[src/rtl/i2c_master_arbiter_if.sv]
`default_nettype none
// ============================================================================
// Module      : i2c_master_arbiter_if
// Description : Bundles the two requester ports and the I2C master handshake
//               of i2c_master_arbiter.
//               master modport : the arbiter (drives grants, strobes, m_*)
//               slave  modport : the environment (requesters + I2C master core)
//               Requester n (0/1): reqN, rwN, addrN, lenN, wdataN in;
//                                  grantN, wtakeN, rvalidN, doneN, errN out.
//               Shared: rdata out.
//               Master side: m_start, m_rw, m_addr, m_len, m_datasend,
//                            m_sended, m_received out; m_ready, m_send,
//                            m_receive, m_datareceive, m_nack in.
// Revision    : 1.0 - initial release
// ============================================================================
interface i2c_master_arbiter_if;
    logic       req0, req1;
    logic       rw0, rw1;
    logic [6:0] addr0, addr1;
    logic [3:0] len0, len1;
    logic [7:0] wdata0, wdata1;
    logic       grant0, grant1;
    logic       wtake0, wtake1;
    logic       rvalid0, rvalid1;
    logic       done0, done1;
    logic       err0, err1;
    logic [7:0] rdata;

    logic       m_start;
    logic       m_rw;
    logic [6:0] m_addr;
    logic [3:0] m_len;
    logic [7:0] m_datasend;
    logic       m_sended;
    logic       m_received;
    logic       m_ready;
    logic       m_send;
    logic       m_receive;
    logic [7:0] m_datareceive;
    logic       m_nack;

    modport master (
        input  req0, req1, rw0, rw1, addr0, addr1, len0, len1, wdata0, wdata1,
        output grant0, grant1, wtake0, wtake1, rvalid0, rvalid1,
        output done0, done1, err0, err1, rdata,
        output m_start, m_rw, m_addr, m_len, m_datasend, m_sended, m_received,
        input  m_ready, m_send, m_receive, m_datareceive, m_nack
    );

    modport slave (
        output req0, req1, rw0, rw1, addr0, addr1, len0, len1, wdata0, wdata1,
        input  grant0, grant1, wtake0, wtake1, rvalid0, rvalid1,
        input  done0, done1, err0, err1, rdata,
        input  m_start, m_rw, m_addr, m_len, m_datasend, m_sended, m_received,
        output m_ready, m_send, m_receive, m_datareceive, m_nack
    );
endinterface
`default_nettype wire

[src/rtl/i2c_master_arbiter.sv]
`default_nettype none
// ============================================================================
// Module      : i2c_master_arbiter
// Description : Shares one I2C master core between two requesters with
//               round-robin arbitration, per-byte write/read handshakes,
//               NACK abort and a no-progress timeout.
// Ports       : clk   - system clock, rising edge
//               reset - asynchronous, active-low
//               bus   - i2c_master_arbiter_if.master (requesters + master core)
// Parameters  : TIMEOUT - cycles without handshake progress before abort
//                         (counted from the LAUNCH cycle), must be >= 2
// Revision    : 1.0 - initial release
// ============================================================================
module i2c_master_arbiter #(
    parameter int TIMEOUT = 50000
) (
    input  wire logic             clk,
    input  wire logic             reset,
    i2c_master_arbiter_if.master  bus
);

    localparam int                 c_TMR_W    = $clog2(TIMEOUT + 1);
    localparam logic [c_TMR_W-1:0] c_TMR_LAST = c_TMR_W'(TIMEOUT - 1);
    localparam logic [c_TMR_W-1:0] c_TMR_ONE  = c_TMR_W'(1);

    typedef enum logic [1:0] {
        S_IDLE   = 2'd0,
        S_LAUNCH = 2'd1,
        S_XFER   = 2'd2,
        S_FINISH = 2'd3
    } state_t;

    state_t             r_state, w_state_d;
    logic               r_owner, w_owner_d;
    logic               r_last, w_last_d;
    logic [1:0]         r_grant, w_grant_d;
    logic [1:0]         r_wtake, w_wtake_d;
    logic [1:0]         r_rvalid, w_rvalid_d;
    logic [1:0]         r_done, w_done_d;
    logic [1:0]         r_err, w_err_d;
    logic [7:0]         r_rdata, w_rdata_d;
    logic               r_m_start, w_m_start_d;
    logic               r_m_rw, w_m_rw_d;
    logic [6:0]         r_m_addr, w_m_addr_d;
    logic [3:0]         r_m_len, w_m_len_d;
    logic [7:0]         r_m_datasend, w_m_datasend_d;
    logic               r_m_sended, w_m_sended_d;
    logic               r_m_received, w_m_received_d;
    logic [3:0]         r_count, w_count_d;
    logic [c_TMR_W-1:0] r_timer, w_timer_d;

    // Requester selection: on a tie the one not served last wins.
    logic       w_sel;
    logic [3:0] w_len_sel;
    logic [7:0] w_wdata;
    assign w_sel     = (bus.req0 && bus.req1) ? ~r_last : bus.req1;
    assign w_len_sel = r_owner ? bus.len1 : bus.len0;
    assign w_wdata   = r_owner ? bus.wdata1 : bus.wdata0;

    always_comb begin
        w_state_d      = r_state;
        w_owner_d      = r_owner;
        w_last_d       = r_last;
        w_grant_d      = r_grant;
        w_wtake_d      = 2'b00;
        w_rvalid_d     = 2'b00;
        w_done_d       = 2'b00;
        w_err_d        = 2'b00;
        w_rdata_d      = r_rdata;
        w_m_start_d    = 1'b0;
        w_m_rw_d       = r_m_rw;
        w_m_addr_d     = r_m_addr;
        w_m_len_d      = r_m_len;
        w_m_datasend_d = r_m_datasend;
        w_m_sended_d   = 1'b0;
        w_m_received_d = 1'b0;
        w_count_d      = r_count;
        w_timer_d      = r_timer;

        case (r_state)
            S_IDLE: begin
                // Zero here so the LAUNCH cycle is the first one counted.
                w_timer_d = '0;
                if (bus.m_ready && (bus.req0 || bus.req1)) begin
                    w_owner_d = w_sel;
                    w_grant_d = w_sel ? 2'b10 : 2'b01;
                    w_state_d = S_LAUNCH;
                end
            end

            S_LAUNCH: begin
                w_m_rw_d    = r_owner ? bus.rw1 : bus.rw0;
                w_m_addr_d  = r_owner ? bus.addr1 : bus.addr0;
                w_m_len_d   = (w_len_sel == 4'd0) ? 4'd1 : w_len_sel;
                w_m_start_d = 1'b1;
                w_count_d   = 4'd0;
                w_timer_d   = r_timer + c_TMR_ONE;
                w_state_d   = S_XFER;
            end

            S_XFER: begin
                w_timer_d = r_timer + c_TMR_ONE;
                if (bus.m_nack || (r_timer == c_TMR_LAST)) begin
                    w_err_d[r_owner]  = 1'b1;
                    w_done_d[r_owner] = 1'b1;
                    w_last_d          = r_owner;
                    w_state_d         = S_FINISH;
                end else if (r_count == r_m_len) begin
                    // All bytes moved; any further handshake is dropped.
                    if (bus.m_ready) begin
                        w_done_d[r_owner] = 1'b1;
                        w_last_d          = r_owner;
                        w_state_d         = S_FINISH;
                    end
                end else if (!r_m_rw && bus.m_send && !r_m_sended) begin
                    w_m_datasend_d     = w_wdata;
                    w_m_sended_d       = 1'b1;
                    w_wtake_d[r_owner] = 1'b1;
                    w_count_d          = r_count + 4'd1;
                    w_timer_d          = '0;
                end else if (r_m_rw && bus.m_receive && !r_m_received) begin
                    w_rdata_d           = bus.m_datareceive;
                    w_m_received_d      = 1'b1;
                    w_rvalid_d[r_owner] = 1'b1;
                    w_count_d           = r_count + 4'd1;
                    w_timer_d           = '0;
                end
            end

            S_FINISH: begin
                // doneN is high in this cycle; the grant drops right after.
                w_grant_d = 2'b00;
                w_timer_d = '0;
                w_state_d = S_IDLE;
            end

            default: begin
                w_grant_d = 2'b00;
                w_state_d = S_IDLE;
            end
        endcase
    end

    always_ff @(posedge clk or negedge reset) begin
        if (!reset) begin
            r_state      <= S_IDLE;
            r_owner      <= 1'b0;
            r_last       <= 1'b1;
            r_grant      <= 2'b00;
            r_wtake      <= 2'b00;
            r_rvalid     <= 2'b00;
            r_done       <= 2'b00;
            r_err        <= 2'b00;
            r_rdata      <= 8'h00;
            r_m_start    <= 1'b0;
            r_m_rw       <= 1'b0;
            r_m_addr     <= 7'h00;
            r_m_len      <= 4'h0;
            r_m_datasend <= 8'h00;
            r_m_sended   <= 1'b0;
            r_m_received <= 1'b0;
            r_count      <= 4'd0;
            r_timer      <= '0;
        end else begin
            r_state      <= w_state_d;
            r_owner      <= w_owner_d;
            r_last       <= w_last_d;
            r_grant      <= w_grant_d;
            r_wtake      <= w_wtake_d;
            r_rvalid     <= w_rvalid_d;
            r_done       <= w_done_d;
            r_err        <= w_err_d;
            r_rdata      <= w_rdata_d;
            r_m_start    <= w_m_start_d;
            r_m_rw       <= w_m_rw_d;
            r_m_addr     <= w_m_addr_d;
            r_m_len      <= w_m_len_d;
            r_m_datasend <= w_m_datasend_d;
            r_m_sended   <= w_m_sended_d;
            r_m_received <= w_m_received_d;
            r_count      <= w_count_d;
            r_timer      <= w_timer_d;
        end
    end

    assign bus.grant0     = r_grant[0];
    assign bus.grant1     = r_grant[1];
    assign bus.wtake0     = r_wtake[0];
    assign bus.wtake1     = r_wtake[1];
    assign bus.rvalid0    = r_rvalid[0];
    assign bus.rvalid1    = r_rvalid[1];
    assign bus.done0      = r_done[0];
    assign bus.done1      = r_done[1];
    assign bus.err0       = r_err[0];
    assign bus.err1       = r_err[1];
    assign bus.rdata      = r_rdata;
    assign bus.m_start    = r_m_start;
    assign bus.m_rw       = r_m_rw;
    assign bus.m_addr     = r_m_addr;
    assign bus.m_len      = r_m_len;
    assign bus.m_datasend = r_m_datasend;
    assign bus.m_sended   = r_m_sended;
    assign bus.m_received = r_m_received;

endmodule
`default_nettype wire
[src/flat_wrapper.sv]
// flat-port wrapper written by rule: the top's interface ports become plain ports
module i2c_master_arbiter_flat 
#(
    parameter int TIMEOUT = 50000
)
  (clk, reset, bus_req0, bus_req1, bus_rw0, bus_rw1, bus_addr0, bus_addr1, bus_len0, bus_len1, bus_wdata0, bus_wdata1, bus_grant0, bus_grant1, bus_wtake0, bus_wtake1, bus_rvalid0, bus_rvalid1, bus_done0, bus_done1, bus_err0, bus_err1, bus_rdata, bus_m_start, bus_m_rw, bus_m_addr, bus_m_len, bus_m_datasend, bus_m_sended, bus_m_received, bus_m_ready, bus_m_send, bus_m_receive, bus_m_datareceive, bus_m_nack);
  i2c_master_arbiter_if bus_i ();
  input  wire logic clk;
  input  wire logic reset;
  input wire logic [$bits(bus_i.req0)-1:0] bus_req0;
  input wire logic [$bits(bus_i.req1)-1:0] bus_req1;
  input wire logic [$bits(bus_i.rw0)-1:0] bus_rw0;
  input wire logic [$bits(bus_i.rw1)-1:0] bus_rw1;
  input wire logic [$bits(bus_i.addr0)-1:0] bus_addr0;
  input wire logic [$bits(bus_i.addr1)-1:0] bus_addr1;
  input wire logic [$bits(bus_i.len0)-1:0] bus_len0;
  input wire logic [$bits(bus_i.len1)-1:0] bus_len1;
  input wire logic [$bits(bus_i.wdata0)-1:0] bus_wdata0;
  input wire logic [$bits(bus_i.wdata1)-1:0] bus_wdata1;
  output wire logic [$bits(bus_i.grant0)-1:0] bus_grant0;
  output wire logic [$bits(bus_i.grant1)-1:0] bus_grant1;
  output wire logic [$bits(bus_i.wtake0)-1:0] bus_wtake0;
  output wire logic [$bits(bus_i.wtake1)-1:0] bus_wtake1;
  output wire logic [$bits(bus_i.rvalid0)-1:0] bus_rvalid0;
  output wire logic [$bits(bus_i.rvalid1)-1:0] bus_rvalid1;
  output wire logic [$bits(bus_i.done0)-1:0] bus_done0;
  output wire logic [$bits(bus_i.done1)-1:0] bus_done1;
  output wire logic [$bits(bus_i.err0)-1:0] bus_err0;
  output wire logic [$bits(bus_i.err1)-1:0] bus_err1;
  output wire logic [$bits(bus_i.rdata)-1:0] bus_rdata;
  output wire logic [$bits(bus_i.m_start)-1:0] bus_m_start;
  output wire logic [$bits(bus_i.m_rw)-1:0] bus_m_rw;
  output wire logic [$bits(bus_i.m_addr)-1:0] bus_m_addr;
  output wire logic [$bits(bus_i.m_len)-1:0] bus_m_len;
  output wire logic [$bits(bus_i.m_datasend)-1:0] bus_m_datasend;
  output wire logic [$bits(bus_i.m_sended)-1:0] bus_m_sended;
  output wire logic [$bits(bus_i.m_received)-1:0] bus_m_received;
  input wire logic [$bits(bus_i.m_ready)-1:0] bus_m_ready;
  input wire logic [$bits(bus_i.m_send)-1:0] bus_m_send;
  input wire logic [$bits(bus_i.m_receive)-1:0] bus_m_receive;
  input wire logic [$bits(bus_i.m_datareceive)-1:0] bus_m_datareceive;
  input wire logic [$bits(bus_i.m_nack)-1:0] bus_m_nack;
  assign bus_i.req0 = bus_req0;
  assign bus_i.req1 = bus_req1;
  assign bus_i.rw0 = bus_rw0;
  assign bus_i.rw1 = bus_rw1;
  assign bus_i.addr0 = bus_addr0;
  assign bus_i.addr1 = bus_addr1;
  assign bus_i.len0 = bus_len0;
  assign bus_i.len1 = bus_len1;
  assign bus_i.wdata0 = bus_wdata0;
  assign bus_i.wdata1 = bus_wdata1;
  assign bus_grant0 = bus_i.grant0;
  assign bus_grant1 = bus_i.grant1;
  assign bus_wtake0 = bus_i.wtake0;
  assign bus_wtake1 = bus_i.wtake1;
  assign bus_rvalid0 = bus_i.rvalid0;
  assign bus_rvalid1 = bus_i.rvalid1;
  assign bus_done0 = bus_i.done0;
  assign bus_done1 = bus_i.done1;
  assign bus_err0 = bus_i.err0;
  assign bus_err1 = bus_i.err1;
  assign bus_rdata = bus_i.rdata;
  assign bus_m_start = bus_i.m_start;
  assign bus_m_rw = bus_i.m_rw;
  assign bus_m_addr = bus_i.m_addr;
  assign bus_m_len = bus_i.m_len;
  assign bus_m_datasend = bus_i.m_datasend;
  assign bus_m_sended = bus_i.m_sended;
  assign bus_m_received = bus_i.m_received;
  assign bus_i.m_ready = bus_m_ready;
  assign bus_i.m_send = bus_m_send;
  assign bus_i.m_receive = bus_m_receive;
  assign bus_i.m_datareceive = bus_m_datareceive;
  assign bus_i.m_nack = bus_m_nack;
  i2c_master_arbiter #(.TIMEOUT(TIMEOUT)) u_core (.clk(clk), .reset(reset), .bus(bus_i));
endmodule
[config.mk]
export PLATFORM = sky130hd
export DESIGN_NAME = i2c_master_arbiter_flat
export DESIGN_NICKNAME = d
export VERILOG_FILES = /design/src/rtl/i2c_master_arbiter_if.sv /design/src/rtl/i2c_master_arbiter.sv /design/src/flat_wrapper.sv
export SDC_FILE = /design/constraint.sdc
export NUM_CORES = 1
export LEC_CHECK = 0
export BUFFER_PORTS_ARGS = -buffer_cell sky130_fd_sc_hd__buf_4
export CORE_UTILIZATION = 53
export CTS_BUF_LIST = sky130_fd_sc_hd__clkbuf_4 sky130_fd_sc_hd__clkbuf_8
export CTS_CLUSTER_SIZE = 10
export DETAILED_ROUTE_END_ITERATION = 6
export GPL_TIMING_DRIVEN = 0
export PLACE_DENSITY_LB_ADDON = 0.15
export SYNTH_ARGS = -nofsm -noshare
export SYNTH_HDL_FRONTEND = slang
export SYNTH_SLANG_ARGS = --single-unit
[constraint.sdc]
create_clock -name clk -period 2.39 [get_ports clk]
set_input_delay 0.1195 -clock clk [delete_from_list [all_inputs] [get_ports clk]]
set_output_delay 0.1195 -clock clk [all_outputs]
set_load 0.02 [all_outputs]
# Yosys cells after proc, flatten, opt, wreduce, memory -nomap -nowiden
# Cells that the tools add are included.
dict set report word_totals {
  elab_cells 117
  register_bits 65
}
dict set report classes {
  reduce_logical 26
  n_lt_le_gt_ge 2
  addsub 2
  n_eq_ne 11
  n_bitwise 4
  n_mux 54
}
# op n
set ops {}
lappend ops {{$mux W16} 4}
lappend ops {{$pmux W16 S3} 1}
lappend ops {{$mux W2} 21}
lappend ops {{$mux W4} 6}
lappend ops {{$add A16 B1 Y16 const B} 1}
lappend ops {{$eq A16 B16 Y1 const B} 1}
lappend ops {{$mux W1} 16}
lappend ops {{$mux W8} 1}
lappend ops {{$pmux W2 S4} 1}
lappend ops {{$pmux W4 S2} 1}
lappend ops {{$reduce_and A4 Y1} 2}
lappend ops {{$reduce_bool A2 Y1} 4}
lappend ops {{$logic_and A1 B1 Y1} 7}
lappend ops {{$mux W7} 1}
lappend ops {{$ne A3 B1 Y1 const B} 2}
lappend ops {{$reduce_and A3 Y1} 2}
lappend ops {{$reduce_and A5 Y1} 1}
lappend ops {{$add A4 B1 Y4 const B} 1}
lappend ops {{$eq A2 B2 Y1 const B} 2}
lappend ops {{$eq A4 B4 Y1} 1}
lappend ops {{$logic_not A4 Y1} 1}
lappend ops {{$ne A2 B2 Y1 const B} 2}
lappend ops {{$not A1 Y1} 4}
lappend ops {{$pmux W2 S2} 1}
lappend ops {{11 further kinds} 15}

# Depth between registers and ports, before layout
# Gate-level depths: netlist of run 1.
dict set report logic_depth {
  depth_word 9
  mapped_depth 7
  depth_no_buf 6
}

# Worst setup path before layout of run 1
# No wires, ideal clock.
dict set report synth_path {
  kind {reg2reg}
  start {register u_core.r_timer[0]}
  end {register u_core.r_rdata[1], in the netlist u_core.bus.rdata[1]}
  setup_slack_ns 0.338
  required_time_ns 2.265
  arrival_time_ns 1.927
  path_stages_with_launch 8
  period_less_slack_ns 2.052
  path_cell_list {dfrtp_1 -> ha_1 -> and3_1 -> a41oi_4 -> nand2_2 -> or3_4 -> buf_6 -> mux2_4}
}
dict set report synth_between {
  elab_chain_cells 4
}
# item line
set synth_rtl {}
lappend synth_rtl {{start, declared} i2c_master_arbiter.sv:50} ;# logic [c_TMR_W-1:0] r_timer, w_timer_d;
lappend synth_rtl {{start signal, assigned} i2c_master_arbiter.sv:182} ;# r_timer <= w_timer_d;
lappend synth_rtl {{$eq A16 B16 Y1} i2c_master_arbiter.sv:103} ;# if (bus.m_nack || (r_timer == c_TMR_LAST)) begin
lappend synth_rtl {{$logic_or A1 B1 Y1} i2c_master_arbiter.sv:103}
lappend synth_rtl {{$not A1 Y1 (no source line)} n/a}
lappend synth_rtl {{$reduce_and A5 Y1 (no source line)} n/a}
lappend synth_rtl {{end signal, assigned} i2c_master_arbiter.sv:173} ;# r_rdata <= w_rdata_d;
lappend synth_rtl {{end, declared} i2c_master_arbiter.sv:41} ;# logic [7:0] r_rdata, w_rdata_d;
# Every way passes these cells.
# A chain may end at the register's enable or synchronous reset.

# Worst setup path in the final report of run 1
dict set report layout_path {
  start {register u_core.r_timer[0]}
  end {register u_core.r_m_datasend[3], in the netlist u_core.bus.m_datasend[3]}
}
dict set report layout_between {
  elab_chain_cells 4
}
# item line
set layout_rtl {}
lappend layout_rtl {{$eq A16 B16 Y1} i2c_master_arbiter.sv:103}
lappend layout_rtl {{$logic_or A1 B1 Y1} i2c_master_arbiter.sv:103}
lappend layout_rtl {{$not A1 Y1 (no source line)} n/a}
lappend layout_rtl {{$reduce_and A4 Y1 (no source line)} n/a}
lappend layout_rtl {{end signal, assigned} i2c_master_arbiter.sv:178} ;# r_m_datasend <= w_m_datasend_d;
lappend layout_rtl {{end, declared} i2c_master_arbiter.sv:46} ;# logic [7:0] r_m_datasend, w_m_datasend_d;
# Every way passes these cells.

==> impl_metrics.json, run 1 <==
{
  "status": "finished clean",
  "synth_top_family_by_area": "multiplexers",
  "drtIter0Drc": 124,
  "worstSkewPairLatency_ps": 330,
  "synthDistinctLibCells": 43,
  "min_period_ps": 2260,
  "setup_tns_ps": 0,
  "worstHoldPathType": "input port to flip-flop",
  "path_max_fanout": 10,
  "synth_seq_cells": 65,
  "fmax_mhz": 442,
  "worstPathCellList": "ha_1 -> and3_1 -> a41oi_4 -> nand2_2 -> or3_4 -> buf_6 -> mux2_4",
  "worstMarginPinSlew_ps": 787,
  "drive_gt1_share_pct": 39.5,
  "area_delta_synth_final_pct": 32.8,
  "die_x_um": 78.5,
  "max-cap-violations": 0,
  "required_ps": 2600,
  "synth_compound_area_share_pct": 6.90,
  "yosys_warnings": 0,
  "slowest_delay_ps": 430,
  "grt_usage_pct": 23.4,
  "boundaryPins": 97,
  "setup_ws_ps": 126,
  "finalSetupViolations": 0,
  "die-area_um2": 6160,
  "wl_um": 6730,
  "pre_cts_ws_ps": 152,
  "finClkSkew_ps": 8.05,
  "vias": 2341,
  "syn-cell-area_um2": 3100,
  "drv_slew": 0,
  "seqCellArea_um2": 1630,
  "synthAdderAreaFrac_pct": 2.83,
  "rr_endpoint": "u_core.bus.m_datasend[3]$_DFFE_PN0P_",
  "htree_levels": 3,
  "critPathLaunchType": "flip-flop",
  "viasPerCell": 5.16,
  "async_reset_ff_share_pct": 100,
  "min_path_cells": 2,
  "start_util_pct": 55.6,
  "drtAntennaViolNets": 0,
  "clk_pin_slew_worst_paths_ps": 70,
  "num_rows": 27,
  "worstPathArrival_ps": 2480,
  "min_from": "bus_m_datareceive[2]",
  "place.port_buffers": 96,
  "ys.flop_type": "dfrtp_1",
  "synthesis.nets": 329,
  "die_y_um": 78.5,
  "synth.area.mux_share_pct": 15.3,
  "reg2reg_from": "u_core.r_timer[0]$_DFF_PN0_",
  "finalHoldViolCount": 0,
  "core_um2": 5570,
  "numCtsBuffers": 9,
  "max-slew-margin-rel_pct": 47.5,
  "grt_overflow": 0,
  "drcViolationCount": 0,
  "ys_seq_area_share_pct": 52.5,
  "cts_tree": "done",
  "r2r_cells": 7,
  "post_drt_wl_per_cell_um": 14.8,
  "first_pass_iters": 4,
  "cp_slowest_cell": "dfrtp_1",
  "p_leak_uw": 0.00207,
  "min_to": "u_core.bus.rdata[2]$_DFFE_PN0P_",
  "cts.sinks": 65,
  "nets": 440,
  "multi_input_area_um2": 1390,
  "cp-end-kind": "flip-flop",
  "cts_root_buffer": "clkbuf_8",
  "p_per_area_nw_per_um2": 1120,
  "syn_inst": 266,
  "antenna_found_initial": 0,
  "insertedDiodeCount": 0,
  "cts_setup_buffers": 0,
  "gp_congestion": 0.782,
  "grt_pass1_vias": 2323,
  "dp_hpwl_um": 4720,
  "synth-xor-area-share_pct": 5.09,
  "ff2ff_setup_slack_ps": 130,
  "peakVddDrop_mv": 0.698,
  "grt_max_degree": 66,
  "ctsLongestPathBuffers": 2,
  "setup.worst_path.class": "flip-flop to flip-flop",
  "finalCritPeriodShare_pct": 94.7,
  "synth-edff-count": 0,
  "rsz0062_at_grt": "no",
  "synthSimpleGateAreaFrac_pct": 14.5,
  "grt_pass1_wl_um": 10900,
  "fill_cells": 436,
  "syn_area_per_cell_um2": 11.7
}
registers in the layout, summed over array words and instances, names as in the netlist, 4 cells and up:
register,flops
u_core.r_timer,16
u_core.bus.m_datasend,8
u_core.bus.rdata,8
u_core.bus.m_addr,7
u_core.bus.m_len,4
u_core.r_count,4
placed cells by master (no fill, tap or decap), types with 4 or more instances in the layout:
| master | synthesis | final |
|---|---|---|
| buf_4 | 0 | 96 |
| dfrtp_1 | 64 | 64 |
| nor2_1 | 37 | 37 |
| a21oi_1 | 15 | 15 |
| mux2_4 | 14 | 14 |
| nand2_1 | 13 | 13 |
| mux2i_1 | 13 | 13 |
| xor2_1 | 11 | 11 |
| nand3_1 | 10 | 10 |
| mux2_2 | 10 | 10 |
| clkbuf_8 | 0 | 9 |
| inv_1 | 8 | 8 |
| xnor2_1 | 7 | 7 |
| ha_1 | 7 | 7 |
| clkbuf_1 | 5 | 5 |
| and3_1 | 4 | 4 |
| o21ai_0 | 4 | 4 |
| clkinv_2 | 0 | 4 |
| dlygate4sd3_1 | 0 | 4 |
layout make-up:
| class | count | area share [%] |
|---|---|---|
| sequential | 65 | 39.5 |
| clock inverter | 6 | 0.851 |
| inverter | 8 | 0.729 |
| clock buffer | 10 | 3.19 |
| tap | 72 | 2.19 |
| multi-input combinational | 183 | 33.6 |
| buffer | 10 | 1.37 |
| timing repair buffer | 100 | 18.5 |
where the power goes:
part | leakage, uW | switching, uW | internal (uW)
logic | 0.00116 | 1130 | 999
clock network | 0.0000852 | 412 | 380
registers | 0.000828 | 240 | 1450
how the worst max path moves through the flow:
stage                                            from                                   end  slack, ps  depth (start not counted)
after CTS                 u_core.r_timer[0]$_DFF_PN0_  u_core.bus.m_datasend[6]$_DFFE_PN0P_        140                          7
after floorplan           u_core.r_timer[0]$_DFF_PN0_       u_core.bus.rdata[1]$_DFFE_PN0P_        340                          7
after detailed placement  u_core.r_timer[0]$_DFF_PN0_       u_core.bus.rdata[7]$_DFFE_PN0P_        150                          7
final                     u_core.r_timer[0]$_DFF_PN0_  u_core.bus.m_datasend[3]$_DFFE_PN0P_        130                          7
after global placement    u_core.r_timer[0]$_DFF_PN0_  u_core.bus.m_datasend[4]$_DFFE_PN0P_        170                          7
after global routing      u_core.r_timer[0]$_DFF_PN0_          u_core.r_timer[15]$_DFF_PN0_         30                          7
critical path: cells and delay by family, from the launching register on:
family | cells | cell delay (ps)
buf+inv | 1 | 170
compound gates | 1 | 260
mux | 1 | 300
flops | 1 | 430
simple gates | 3 | 710
fa+ha+maj | 1 | 270
repair_timing:
action | CTS | global route
resized for setup | 0 | 0
endpoints found under the hold margin | 67 | 0
hold buffers | 4 | 0
cells in the mapped netlist, types with 2 or more instances:
cell type  number  area, um^2
dfrtp_1        64        1600
buf_2           3        15.0
nand2_1        13        48.8
buf_6           2        22.5
nor3b_1         2        15.0
or3_4           2        22.5
ha_1            7        87.6
o211ai_1        2        15.0
mux2_1          2        22.5
nand3_1        10        50.1
a21bo_2         2        20.0
clkbuf_1        5        18.8
inv_1           8        30.0
mux2_2         10         113
xnor2_1         7        61.3
and3_1          4        25.0
o21a_1          2        15.0
xor2_1         11        96.3
nand4_1         2        12.5
o21ai_0         4        20.0
nand2b_1        2        12.5
mux2_4         14         210
nor3_1          2        10.0
mux2i_1        13         130
nor2_1         37         139
or4_1           2        15.0
and4_1          3        26.3
nor4b_1         2        17.5
a21oi_1        15        75.1
routing by layer:
layer / wire length, um / part of all wire (%) / track usage, %
met5: 0 / 0 / 0
met1: 2860 / 43 / 29.3
met4: 77 / 1.1 / 10.0
met3: 315 / 4.7 / 4.30
met2: 3480 / 52 / 39.8
stage by stage:
stage / instance area (um^2) / std cells / util, % / hold WS (ps) / power, uW
final: 4120 / 454 / 73.8 / 16.4 / 4610
after CTS: 4120 / 454 / 73.8 / 2.09 / 4640
after detailed placement: 3910 / 434 / 70.1 / 265 / 3830
after floorplan: 3100 / 266 / - / -176 / 3030
after global routing: 4120 / 454 / 73.8 / 9.19 / 4890
after global placement: 3910 / 434 / 70.1 / 261 / 3770
cell families (layout without fill, tap and decap cells):
group / Yosys count / in the layout
AO/OA/AOI/OAI: 31 / 31
XOR/XNOR: 18 / 18
adder cells (fa/ha/maj): 7 / 7
buffers and inverters: 18 / 134
flip-flops: 65 / 65
multiplexers: 39 / 39
AND/OR/NAND/NOR: 88 / 88
Note: power is estimated with default switching activity, not from simulation.
==> run 2, diff against run 1 <==
- ABC_AREA: not set -> 0
- PLACE_DENSITY: not set -> 0.89
- PLACE_DENSITY_LB_ADDON: 0.15 -> not set
==> run 2 against run 1 <==
Against the previous run:
- clock-buffer cell count decreased by 1
- flip-flop and latch count unchanged
- highest routed layer unchanged
- non-clock buffer count increased by 6
- clock power increased by 20%
- cell count increased by 1.3%
- largest cell class unchanged
- combinational power increased by 4%
- first-iteration DRC count increased by 39%
- total power increased by 5.6%
- die area unchanged
==> impl_metrics.json, run 2 (synthesis gave the netlist of run 1 again) <==
{
  "numCtsBuffers": 9,
  "finalSetupViolations": 0,
  "start_util_pct": 55.6,
  "num_rows": 27,
  "fill_cells": 341,
  "multi_input_area_um2": 1400,
  "peakVddDrop_mv": 1.02,
  "grt_pass1_vias": 2576,
  "cp-end-kind": "flip-flop",
  "worstHoldPathType": "input port to flip-flop",
  "drtIter0Drc": 172,
  "seqCellArea_um2": 1630,
  "insertedDiodeCount": 0,
  "die-area_um2": 6160,
  "reg2reg_from": "u_core.r_timer[0]$_DFF_PN0_",
  "finalCritPeriodShare_pct": 96.1,
  "place.port_buffers": 96,
  "cts_root_buffer": "clkbuf_8",
  "p_leak_uw": 0.00211,
  "layout.cells.non_filler": 460,
  "final_cell_mix": "buf_4, dfrtp_1, nor2_1",
  "grt_pass1_wl_um": 12300,
  "max-slew-margin-rel_pct": 46.8,
  "required_ps": 2630,
  "htree_levels": 3,
  "gp_congestion": 0.795,
  "finClkSkew_ps": 16.2,
  "regMostFlops": "u_core.r_timer",
  "post_dp_cell_area_um2": 3910,
  "endpoint": "u_core.bus.rdata[5]$_DFFE_PN0P_",
  "grt_overflow": 0,
  "max-cap-violations": 0,
  "drtAntennaViolNets": 0,
  "status": "finished clean",
  "clk_pin_slew_worst_paths_ps": 80,
  "path_max_fanout": 10,
  "drive_gt1_share_pct": 39.7,
  "slowest_delay_ps": 420,
  "nets": 446,
  "cts.sinks": 65,
  "worstMarginPinSlew_ps": 797,
  "post_drt_wl_per_cell_um": 16.6,
  "finalHoldViolCount": 0,
  "fmax_mhz": 436,
  "die_y_um": 78.5,
  "largest_reg_flops": 16,
  "core_um2": 5570,
  "setup.worst_path.class": "flip-flop to flip-flop",
  "first_pass_iters": 5,
  "antenna_found_initial": 0,
  "worstPathArrival_ps": 2530,
  "critPathLaunchType": "flip-flop",
  "setup_tns_ps": 0,
  "grt_usage_pct": 27.0,
  "boundaryPins": 97,
  "ctsLongestPathBuffers": 2,
  "drv_slew": 0,
  "crit_start": "u_core.r_timer[0]$_DFF_PN0_",
  "drcViolationCount": 0,
  "cp_slowest_cell": "dfrtp_1",
  "p_per_area_nw_per_um2": 1150,
  "area_delta_synth_final_pct": 36.4,
  "fin_hold_ws_ps": 71.7,
  "final_common_cell": "buf_4",
  "ff2ff_setup_slack_ps": 90,
  "die_x_um": 78.5,
  "dpl.cell_count": 434,
  "finalInstanceArea_um2": 4230,
  "r2r_cells": 7,
  "dp_hpwl_um": 4980,
  "worstSkewPairLatency_ps": 350,
  "grt_max_degree": 66,
  "cts_tree": "done",
  "rr_endpoint": "u_core.bus.rdata[5]$_DFFE_PN0P_",
  "wl_um": 7650,
  "min_period_ps": 2300,
  "worstPathCellList": "ha_2 -> and3_1 -> a41oi_4 -> nand2_2 -> or3_4 -> buf_6 -> mux2_4",
  "vias": 2466,
  "viasPerCell": 5.36,
  "rsz0062_at_grt": "no"
}
run 2: cell types whose count changed in the layout (fill, tap and decap cells not counted), sizes merged:
cell	before	now
clkinvlp	2	1
inv	8	10
clkinv	4	3
dlygate4sd3	4	9
bufinv	0	1
run 2: repair_timing:
action / CTS / global route
hold buffers: 9 / 0
buffers inserted: 0 / 1
endpoints found under the setup margin: 0 / 23
hold endpoints to repair: 72 / 0
gates resized for setup: 0 / 4
run 2: metal layers:
metal / share of wire, % / vias to the layer above / GRT usage, % / wire length, um
met1: 39 / 1187 / 30.2 / 3000
met3: 6.7 / 24 / 9.65 / 514
met2: 50 / 102 / 44.7 / 3850
met4: 3.8 / 0 / 14.8 / 291
li1: - / 1153 / - / -
met5: 0 / - / 0 / 0
run 2: layout make-up:
| cell class | instances | area share [%] |
|---|---|---|
| well taps | 72 | 2.13 |
| clock buffers | 9 | 2.93 |
| clock inverters | 7 | 1.83 |
| plain buffers | 10 | 1.39 |
| inverters | 8 | 0.710 |
| flip-flops and latches | 65 | 38.5 |
| repair buffers | 106 | 19.4 |
| multi-input cells | 183 | 33.1 |
run 2: through the flow:
stage               total power [uW]  utilization, %  worst slack, ps
detailed placement              3840            70.1              114
finish                          4870            75.8             94.2
global placement                3770            70.1              171
CTS                             4810            75.4             41.6
global route                    5140            75.8             3.14
floorplan                       3030               -              338
run 2: report_power, final:
group	internal [uW]	switching [uW]
sequential	1450	264
clock	490	463
combinational	1020	1180
run 2: worst min-delay path by stage:
| stage | from | slack [ps] | endpoint | depth (start not counted) |
|---|---|---|---|---|
| after floorplan | reset | -180 | u_core.bus.m_addr[0]$_DFFE_PN0P_ | 0 |
| after global placement | reset | 260 | u_core.r_err[1]$_DFF_PN0_ | 1 |
| after detailed placement | reset | 260 | u_core.r_owner$_DFFE_PN0P_ | 1 |
| after CTS | bus_req1 | 50 | u_core.r_owner$_DFFE_PN0P_ | 3 |
| after global routing | bus_addr0[4] | 60 | u_core.bus.m_addr[4]$_DFFE_PN0P_ | 3 |
| final | bus_addr1[6] | 70 | u_core.bus.m_addr[6]$_DFFE_PN0P_ | 3 |
run 2: critical path: cells and delay by family, from the launching register on:
kind                     cells  cell delay, ps
AND/OR/NAND/NOR              3             720
flip-flops                   1             420
AO/OA/AOI/OAI                1             330
multiplexers                 1             320
adder cells (fa/ha/maj)      1             230
buffers and inverters        1             170
